--- src/rtl/seq_adder_n_if.sv ---
`default_nettype none
// +----------------------------------------------------------------------+
// | seq_adder_n_if : operand/result handshake bundle for seq_adder_n      |
// | Revision: 1.0                                                         |
// +----------------------------------------------------------------------+
interface seq_adder_n_if #(
  parameter int WIDTH = 32
);
  logic             in_valid;
  logic             in_ready;
  logic [WIDTH-1:0] a;
  logic [WIDTH-1:0] b;
  logic             cin;
  logic             sub;
  logic             out_valid;
  logic             out_ready;
  logic [WIDTH-1:0] s;
  logic             cout;
  logic             ovf;

  modport master (
    output in_valid, a, b, cin, sub, out_ready,
    input  in_ready, out_valid, s, cout, ovf
  );

  modport slave (
    input  in_valid, a, b, cin, sub, out_ready,
    output in_ready, out_valid, s, cout, ovf
  );
endinterface
`default_nettype wire

--- src/rtl/seq_adder_n.sv ---
`default_nettype none
// +----------------------------------------------------------------------+
// | seq_adder_n : multi-cycle adder, CHUNK bits per clock, valid/ready IO |
// | Optional macro SEQ_ADDER_SUB_EN enables b inversion when sub=1        |
// | Revision: 1.0                                                         |
// +----------------------------------------------------------------------+
module seq_adder_n #(
  parameter int WIDTH = 32,
  parameter int CHUNK = 8
) (
  input  logic         clk,
  input  logic         rst_n,
  seq_adder_n_if.slave bus
);
  localparam int NCHUNK = WIDTH / CHUNK;
  localparam int CW     = (NCHUNK > 1) ? $clog2(NCHUNK) : 1;
  localparam logic [CW-1:0] C_LAST = CW'(NCHUNK - 1);

  typedef enum logic [1:0] {
    IDLE = 2'd0,
    RUN  = 2'd1,
    DONE = 2'd2
  } state_t;

  state_t           r_state;
  state_t           w_next;
  logic [WIDTH-1:0] r_a;
  logic [WIDTH-1:0] r_b;
  logic [WIDTH-1:0] r_sum;
  logic             r_carry;
  logic             r_cout;
  logic             r_ovf;
  logic [CW-1:0]    r_cnt;
  logic [WIDTH-1:0] w_b_in;
  logic [CHUNK:0]   w_chunk;
  logic             w_ovf;
  logic             w_accept;
  logic             w_last;
  int               w_base;

`ifdef SEQ_ADDER_SUB_EN
  assign w_b_in = bus.sub ? ~bus.b : bus.b;
`else
  logic w_unused_sub;
  assign w_b_in       = bus.b;
  assign w_unused_sub = bus.sub;
`endif

  assign w_accept = (r_state == IDLE) && bus.in_valid;
  assign w_last   = (r_cnt == C_LAST);
  assign w_base   = int'(r_cnt) * CHUNK;
  assign w_chunk  = {1'b0, r_a[w_base +: CHUNK]} + {1'b0, r_b[w_base +: CHUNK]}
                  + {{CHUNK{1'b0}}, r_carry};
  // Carry into the MSB equals a^b^s at that bit; only used on the top chunk.
  assign w_ovf    = r_a[WIDTH-1] ^ r_b[WIDTH-1] ^ w_chunk[CHUNK-1] ^ w_chunk[CHUNK];

  always_ff @(posedge clk or negedge rst_n) begin
    if (!rst_n) begin
      r_state <= IDLE;
    end else begin
      r_state <= w_next;
    end
  end

  always_comb begin
    w_next = r_state;
    case (r_state)
      IDLE:    if (bus.in_valid)  w_next = RUN;
      RUN:     if (w_last)        w_next = DONE;
      DONE:    if (bus.out_ready) w_next = IDLE;
      default: w_next = IDLE;
    endcase
  end

  always_ff @(posedge clk or negedge rst_n) begin
    if (!rst_n) begin
      r_a     <= '0;
      r_b     <= '0;
      r_sum   <= '0;
      r_carry <= 1'b0;
      r_cout  <= 1'b0;
      r_ovf   <= 1'b0;
      r_cnt   <= '0;
    end else if (w_accept) begin
      r_a     <= bus.a;
      r_b     <= w_b_in;
      r_carry <= bus.cin;
      r_cnt   <= '0;
    end else if (r_state == RUN) begin
      r_sum[w_base +: CHUNK] <= w_chunk[CHUNK-1:0];
      r_carry                <= w_chunk[CHUNK];
      r_cnt                  <= r_cnt + CW'(1);
      if (w_last) begin
        r_cout <= w_chunk[CHUNK];
        r_ovf  <= w_ovf;
      end
    end
  end

  assign bus.in_ready  = (r_state == IDLE);
  assign bus.out_valid = (r_state == DONE);
  assign bus.s         = r_sum;
  assign bus.cout      = r_cout;
  assign bus.ovf       = r_ovf;
endmodule
`default_nettype wire

--- src/flat_wrapper.sv ---
// flat-port wrapper written by rule: the top's interface ports become plain ports
module seq_adder_n_flat 
#(
  parameter int WIDTH = 32,
  parameter int CHUNK = 8
)
  (clk, rst_n, bus_in_valid, bus_a, bus_b, bus_cin, bus_sub, bus_out_ready, bus_in_ready, bus_out_valid, bus_s, bus_cout, bus_ovf);
  seq_adder_n_if #(.WIDTH(WIDTH)) bus_i ();
  input  logic clk;
  input  logic rst_n;
  input wire logic [$bits(bus_i.in_valid)-1:0] bus_in_valid;
  input wire logic [$bits(bus_i.a)-1:0] bus_a;
  input wire logic [$bits(bus_i.b)-1:0] bus_b;
  input wire logic [$bits(bus_i.cin)-1:0] bus_cin;
  input wire logic [$bits(bus_i.sub)-1:0] bus_sub;
  input wire logic [$bits(bus_i.out_ready)-1:0] bus_out_ready;
  output wire logic [$bits(bus_i.in_ready)-1:0] bus_in_ready;
  output wire logic [$bits(bus_i.out_valid)-1:0] bus_out_valid;
  output wire logic [$bits(bus_i.s)-1:0] bus_s;
  output wire logic [$bits(bus_i.cout)-1:0] bus_cout;
  output wire logic [$bits(bus_i.ovf)-1:0] bus_ovf;
  assign bus_i.in_valid = bus_in_valid;
  assign bus_i.a = bus_a;
  assign bus_i.b = bus_b;
  assign bus_i.cin = bus_cin;
  assign bus_i.sub = bus_sub;
  assign bus_i.out_ready = bus_out_ready;
  assign bus_in_ready = bus_i.in_ready;
  assign bus_out_valid = bus_i.out_valid;
  assign bus_s = bus_i.s;
  assign bus_cout = bus_i.cout;
  assign bus_ovf = bus_i.ovf;
  seq_adder_n #(.WIDTH(WIDTH), .CHUNK(CHUNK)) u_core (.clk(clk), .rst_n(rst_n), .bus(bus_i));
endmodule
--- config.mk ---
export PLATFORM = sky130hd
export DESIGN_NAME = seq_adder_n_flat
export DESIGN_NICKNAME = d
export VERILOG_FILES = /design/src/rtl/seq_adder_n_if.sv /design/src/rtl/seq_adder_n.sv /design/src/flat_wrapper.sv
export SDC_FILE = /design/constraint.sdc
export NUM_CORES = 1
export LEC_CHECK = 0
export CAP_MARGIN = 15
export CORE_MARGIN = 3
export CORE_UTILIZATION = 50
export DETAILED_ROUTE_END_ITERATION = 12
export PLACE_DENSITY = 0.86
export SYNTH_ARGS = -nofsm -noshare
export SYNTH_HDL_FRONTEND = slang
export SYNTH_SLANG_ARGS = --single-unit
--- constraint.sdc ---
create_clock -name clk -period 8.03 [get_ports clk]
set_input_delay 1.606 -clock clk [delete_from_list [all_inputs] [get_ports clk]]
set_output_delay 1.606 -clock clk [all_outputs]
set_load 0.02 [all_outputs]
Word-level counts from Yosys, hierarchy flattened
Cells that the tools add are included.
{"block": "op_classes", "mux": 9, "shift": 4, "n_addsub": 4, "n_reduce_logical": 6, "bitwise_logic": 4, "n_eq_ne": 6}
{"op": "32-bit by 6-bit indexed part select with 8-bit output", "n": 2}
{"op": "5-bit negator with 33-bit output", "n": 1}
{"op": "8-bit by 33-bit variable shift with 32-bit output, first input constant", "n": 1}
{"op": "8-bit by 33-bit indexed part select with 32-bit output", "n": 1}
{"op": "32-bit bitwise mux", "n": 1}
{"op": "2-bit two-way mux", "n": 5}
{"op": "8-bit by 8-bit adder with 9-bit output", "n": 1}
{"op": "9-bit by 1-bit adder with 9-bit output", "n": 1}
{"op": "2-bit one-hot mux with 3 select lines", "n": 1}
{"op": "3-bit AND reduction", "n": 2}
{"op": "2-bit equality test, second input constant", "n": 2}
{"op": "2-bit inequality test, second input constant", "n": 2}
{"op": "1-bit bitwise XOR", "n": 3}
{"op": "2-bit by 1-bit adder with 2-bit output, second input constant", "n": 1}
{"op": "2-bit by 1-bit equality test with 1-bit output, second input constant", "n": 1}
{"op": "2-bit logical NOT", "n": 1}
{"op": "1-bit two-way mux", "n": 2}
{"op": "2-bit by 1-bit inequality test with 1-bit output, second input constant", "n": 1}
{"op": "2-bit AND reduction", "n": 1}
{"op": "2-bit nonzero test", "n": 1}
{"op": "1-bit logical AND", "n": 1}
{"op": "1-bit inverter", "n": 1}
{"block": "totals", "out_inout_bits": 36, "register_bits": 103, "in_bits": 70, "word_cells": 41}

Longest topological paths before layout
{"block": "depth", "word_depth": 5, "ltp_mapped": 11, "mapped_depth_nobuf": 9}

Least setup slack after synthesis
No wires, ideal clock.
{"block": "synth_path", "path_kind": "reg2reg", "start": "register u_core.r_cnt[0]", "end": "register u_core.r_ovf (netlist: u_core.bus.ovf)", "path_slack_ns": 4.886, "setup_ns": 0.070, "n_path_buf": 1, "synth_period_minus_slack_ns": 3.144, "t_arrival_ns": 3.074, "stages_incl_launch_ff": 9, "path_cell_list": "dfrtp_1 -> buf_1 -> mux4_2 -> fa_1 -> a211oi_1 -> or3_1 -> a211oi_2 -> or4_1 -> nand3_1"}
{"block": "synth_via", "elab_chain_len": 5}
{"element": "start, declared", "line": "seq_adder_n.sv:33", "text": "logic [CW-1:0] r_cnt;"}
{"element": "start signal, assigned", "line": "seq_adder_n.sv:92", "text": "r_cnt <= r_cnt + CW'(1);"}
{"element": "32-bit by 6-bit indexed part select with 8-bit output", "line": "seq_adder_n.sv:52", "text": "assign w_chunk = {1'b0, r_a[w_base +: CHUNK]} + {1'b0, r_b[w_base +: CHUNK]}"}
{"element": "8-bit by 8-bit adder with 9-bit output", "line": "seq_adder_n.sv:52"}
{"element": "9-bit by 1-bit adder with 9-bit output", "line": "seq_adder_n.sv:53", "text": "+ {{CHUNK{1'b0}}, r_carry};"}
{"element": "1-bit bitwise XOR (2 in a row)", "line": "seq_adder_n.sv:55", "text": "assign w_ovf = r_a[WIDTH-1] ^ r_b[WIDTH-1] ^ w_chunk[CHUNK-1] ^ w_chunk[CHUNK];"}
{"element": "end signal, assigned", "line": "seq_adder_n.sv:95", "text": "r_ovf <= w_ovf;"}
{"element": "end, declared", "line": "seq_adder_n.sv:32", "text": "logic r_ovf;"}
Several ways; a longest one is shown, not always the timed one.
A chain may end at the register's enable or synchronous reset.

Worst setup path after layout
Ends and elaborated chain as after synthesis.

==> metrics.yaml <==
clk_latency_ps: 370
avgSynthCellArea_sq_um: 13.9
syn-num-nets: 427
cts-buffers-inserted: 9
outcome: "finished clean"
cts-resized-gates: 0
grt_antenna_before_repair: 0
critPathKind: "reg -> reg"
start_kind: "flip-flop"
p_sw_uw: 1270
yosys_warnings: 0
synth_area_leaders: "dfrtp_1 (54%), mux2_2 (15%), mux4_2 (7.6%), ha_1 (3.4%), a22o_1 (3.1%)"
yosysTopAreaCell: "dfrtp_1"
power_frac_comb: 0.575
r2r_slack_ps: 4400
rr_worst_depth: 8
clockBufferDepth: 2
vdd_drop_max_mv: 0.277
path_cells: "buf_4, mux4_2, fa_1, a211oi_1, or3_1, a211oi_2, or4_1, nand3_1"
area_delta_synth_final_pct: 29.3
die-height_um: 104
die_x_um: 104
drive_gt1_frac: 0.253
switching_share: 0.422
fill_cells: 649
synth_edf_count: 0
stdcell_count: 577
rsz0062_at_grt: "false"
grt_pass1_wl_um: 16900
grt_max_degree: 65
final_antenna_net_count: 0
pin_count: 106
fin_crit_ps: 3630
crit_path_top_delay_cell: "dfrtp_1"
wire_per_inst_um: 17.8
crit_required_ps: 8330
critPathTopFamily: "simple AND/OR/NAND/NOR gates"
fin_crit_sh: 0.453
fin_tns_setup_ps: 0
worstReg2RegStart: "u_core.r_cnt[0]$_DFFE_PN0P_"
diodes: 0
async_flop_share: 1.00
multi_input_area_sq_um: 2090
critPathArrivalTime_ps: 3930
setup_ws_ps: 4400
area.sequential_sq_um: 2580
core_area_sq_um: 8980
synthCells: 342
fmax_ghz: 0.275
yosysMostFrequentCell: "dfrtp_1"
seqPwrFrac: 0.303
grt_pass1_vias: 3469
p_per_area_nw_per_um2: 489
synth_area_sq_um: 4760
maxSlewViolCount: 0
cts_tree: "done"
die_area_sq_um: 10700
max-cap-violations: 0
total_power_uw: 3010
dp_hpwl_um: 7670
grt_usage: 0.195
post_cts_buffers: 0
htree_levels: 3
synth_commonest_cells: "dfrtp_1 (103), mux2_2 (65), nand2_1 (20)"
viasPerCell: 5.68
cp_slowest_stage_delay_ps: 700
ys_seq_area_frac: 0.542
portBuffers: 104
p_int_uw: 1740
start_util: 0.530
hold_ws_ps: 497
end_kind: "flip-flop"
remaining_drc_errors: 0
first_iter_violations: 210
synth_cell_types: 44
nets: 532
wl_um: 10300
cts_root_buffer: "clkbuf_8"
clkSlewWorstSetupHoldPaths_ps: 90
timing.critical_path.buf_inv: 1
min_path_type: "reg -> reg"
drtPass1Iterations: 4
clock-sinks: 103
synth_ff_type: "dfrtp_1"
dp_cells: 562
min_from: "u_core.bus.s[6]$_DFFE_PN0P_"
hold_end: "u_core.bus.s[6]$_DFFE_PN0P_"
postCtsHoldBufs: 0
finalHoldViolations: 0
path_max_fanout: 13
synth_top_area_share: 0.542
max_slew_margin: 0.353
clock_skew_ps: 15.5
rows: 34
hold_depth: 2
dp_slack_ps: 4420
worst_pin_slew_ps: 971
setup_viol: 0
power.leakage_uw: 0.00257
grt-ovfl-total: 0
ys_ff_latch: 103
gp_congestion: 0.811
clkPwrFrac: 0.122
via_count: 3275
timing.rr.end: "u_core.bus.ovf$_DFFE_PN0P_"
[kinds of logic (layout without fill, tap and decap cells)]
family	after synthesis	count (layout)	synth area share
mux	82	82	0.232
fa+ha+maj	15	15	0.0426
xor+xnor	5	5	0.00921
compound gates	60	60	0.0950
buf+inv	22	131	0.0205
simple gates	55	55	0.0589
flops	103	103	0.542
[metal layers]
layer,wire (um),GRT usage,vias to the layer above
met2,5030,0.335,106
li1,-,-,1483
met1,4280,0.239,1662
met4,228,0.0665,0
met3,751,0.0547,24
met5,0,0,-
[metrics by stage]
stage	utilization	cell area, sq um
after global placement	0.659	5920
after global routing	0.685	6150
final	0.685	6150
after CTS	0.685	6150
after detailed placement	0.659	5920
after floorplan	-	4760
[cells in the final DEF, fill, tap and decap left out, drive strengths merged, types with 4 or more instances in the layout]
cell type / instances
a211oi: 4
buf: 4
mux4: 16
nor2: 9
clkdlybuf4s50: 103
clkbuf: 11
nand2: 22
a21oi: 7
o21ai: 15
nand2b: 4
nor3: 4
a22o: 22
dfrtp: 103
mux2: 65
ha: 13
inv: 10
or3: 5
[registers in the layout (all words and copies together) (netlist names)]
| name | count |
|---|---|
| u_core.r_cnt | 2 |
| u_core.bus.s | 32 |
| u_core.r_a | 32 |
| u_core.r_b | 32 |
| u_core.r_carry | 1 |
| u_core.bus.cout | 1 |
| u_core.bus.ovf | 1 |
| u_core.r_state | 2 |
[area by class of cell]
type	instances	area share
flip-flops and latches	103	0.419
clock inverters	4	0.0126
repair buffers	107	0.173
well taps	126	0.0256
multi-input cells	217	0.340
inverters	9	0.00550
clock buffers	11	0.0246
[worst max path at each step]
| stage | slack (ps) | start | depth (start not counted) | to |
|---|---|---|---|---|
| after floorplan | 4890 | u_core.r_cnt[0]$_DFFE_PN0P_ | 8 | u_core.bus.ovf$_DFFE_PN0P_ |
| after detailed placement | 4420 | u_core.r_cnt[0]$_DFFE_PN0P_ | 8 | u_core.bus.ovf$_DFFE_PN0P_ |
| after global routing | 4220 | u_core.r_cnt[0]$_DFFE_PN0P_ | 8 | u_core.bus.ovf$_DFFE_PN0P_ |
| after global placement | 4460 | u_core.r_cnt[0]$_DFFE_PN0P_ | 8 | u_core.bus.ovf$_DFFE_PN0P_ |
| after CTS | 4380 | u_core.r_cnt[0]$_DFFE_PN0P_ | 8 | u_core.bus.ovf$_DFFE_PN0P_ |
| final | 4400 | u_core.r_cnt[0]$_DFFE_PN0P_ | 8 | u_core.bus.ovf$_DFFE_PN0P_ |
[worst register-to-register path: stages (launching register included)]
cell and delay [ps]:
dfrtp_1 700, buf_4 390, mux4_2 600, fa_1 460, a211oi_1 430, or3_1 210, a211oi_2 140, or4_1 550
nand3_1 100
[power by group through the flow]
| stage | logic (uW) | registers, uW | clock network (uW) |
|---|---|---|---|
| finish | 1730 | 910 | 367 |
| detailed placement | 1700 | 923 | 0 |
| CTS | 1720 | 913 | 372 |
| global route | 1860 | 944 | 393 |
| floorplan | 1190 | 910 | 0 |
| global placement | 1640 | 906 | 0 |
Power figures use the tool's default switching activity.
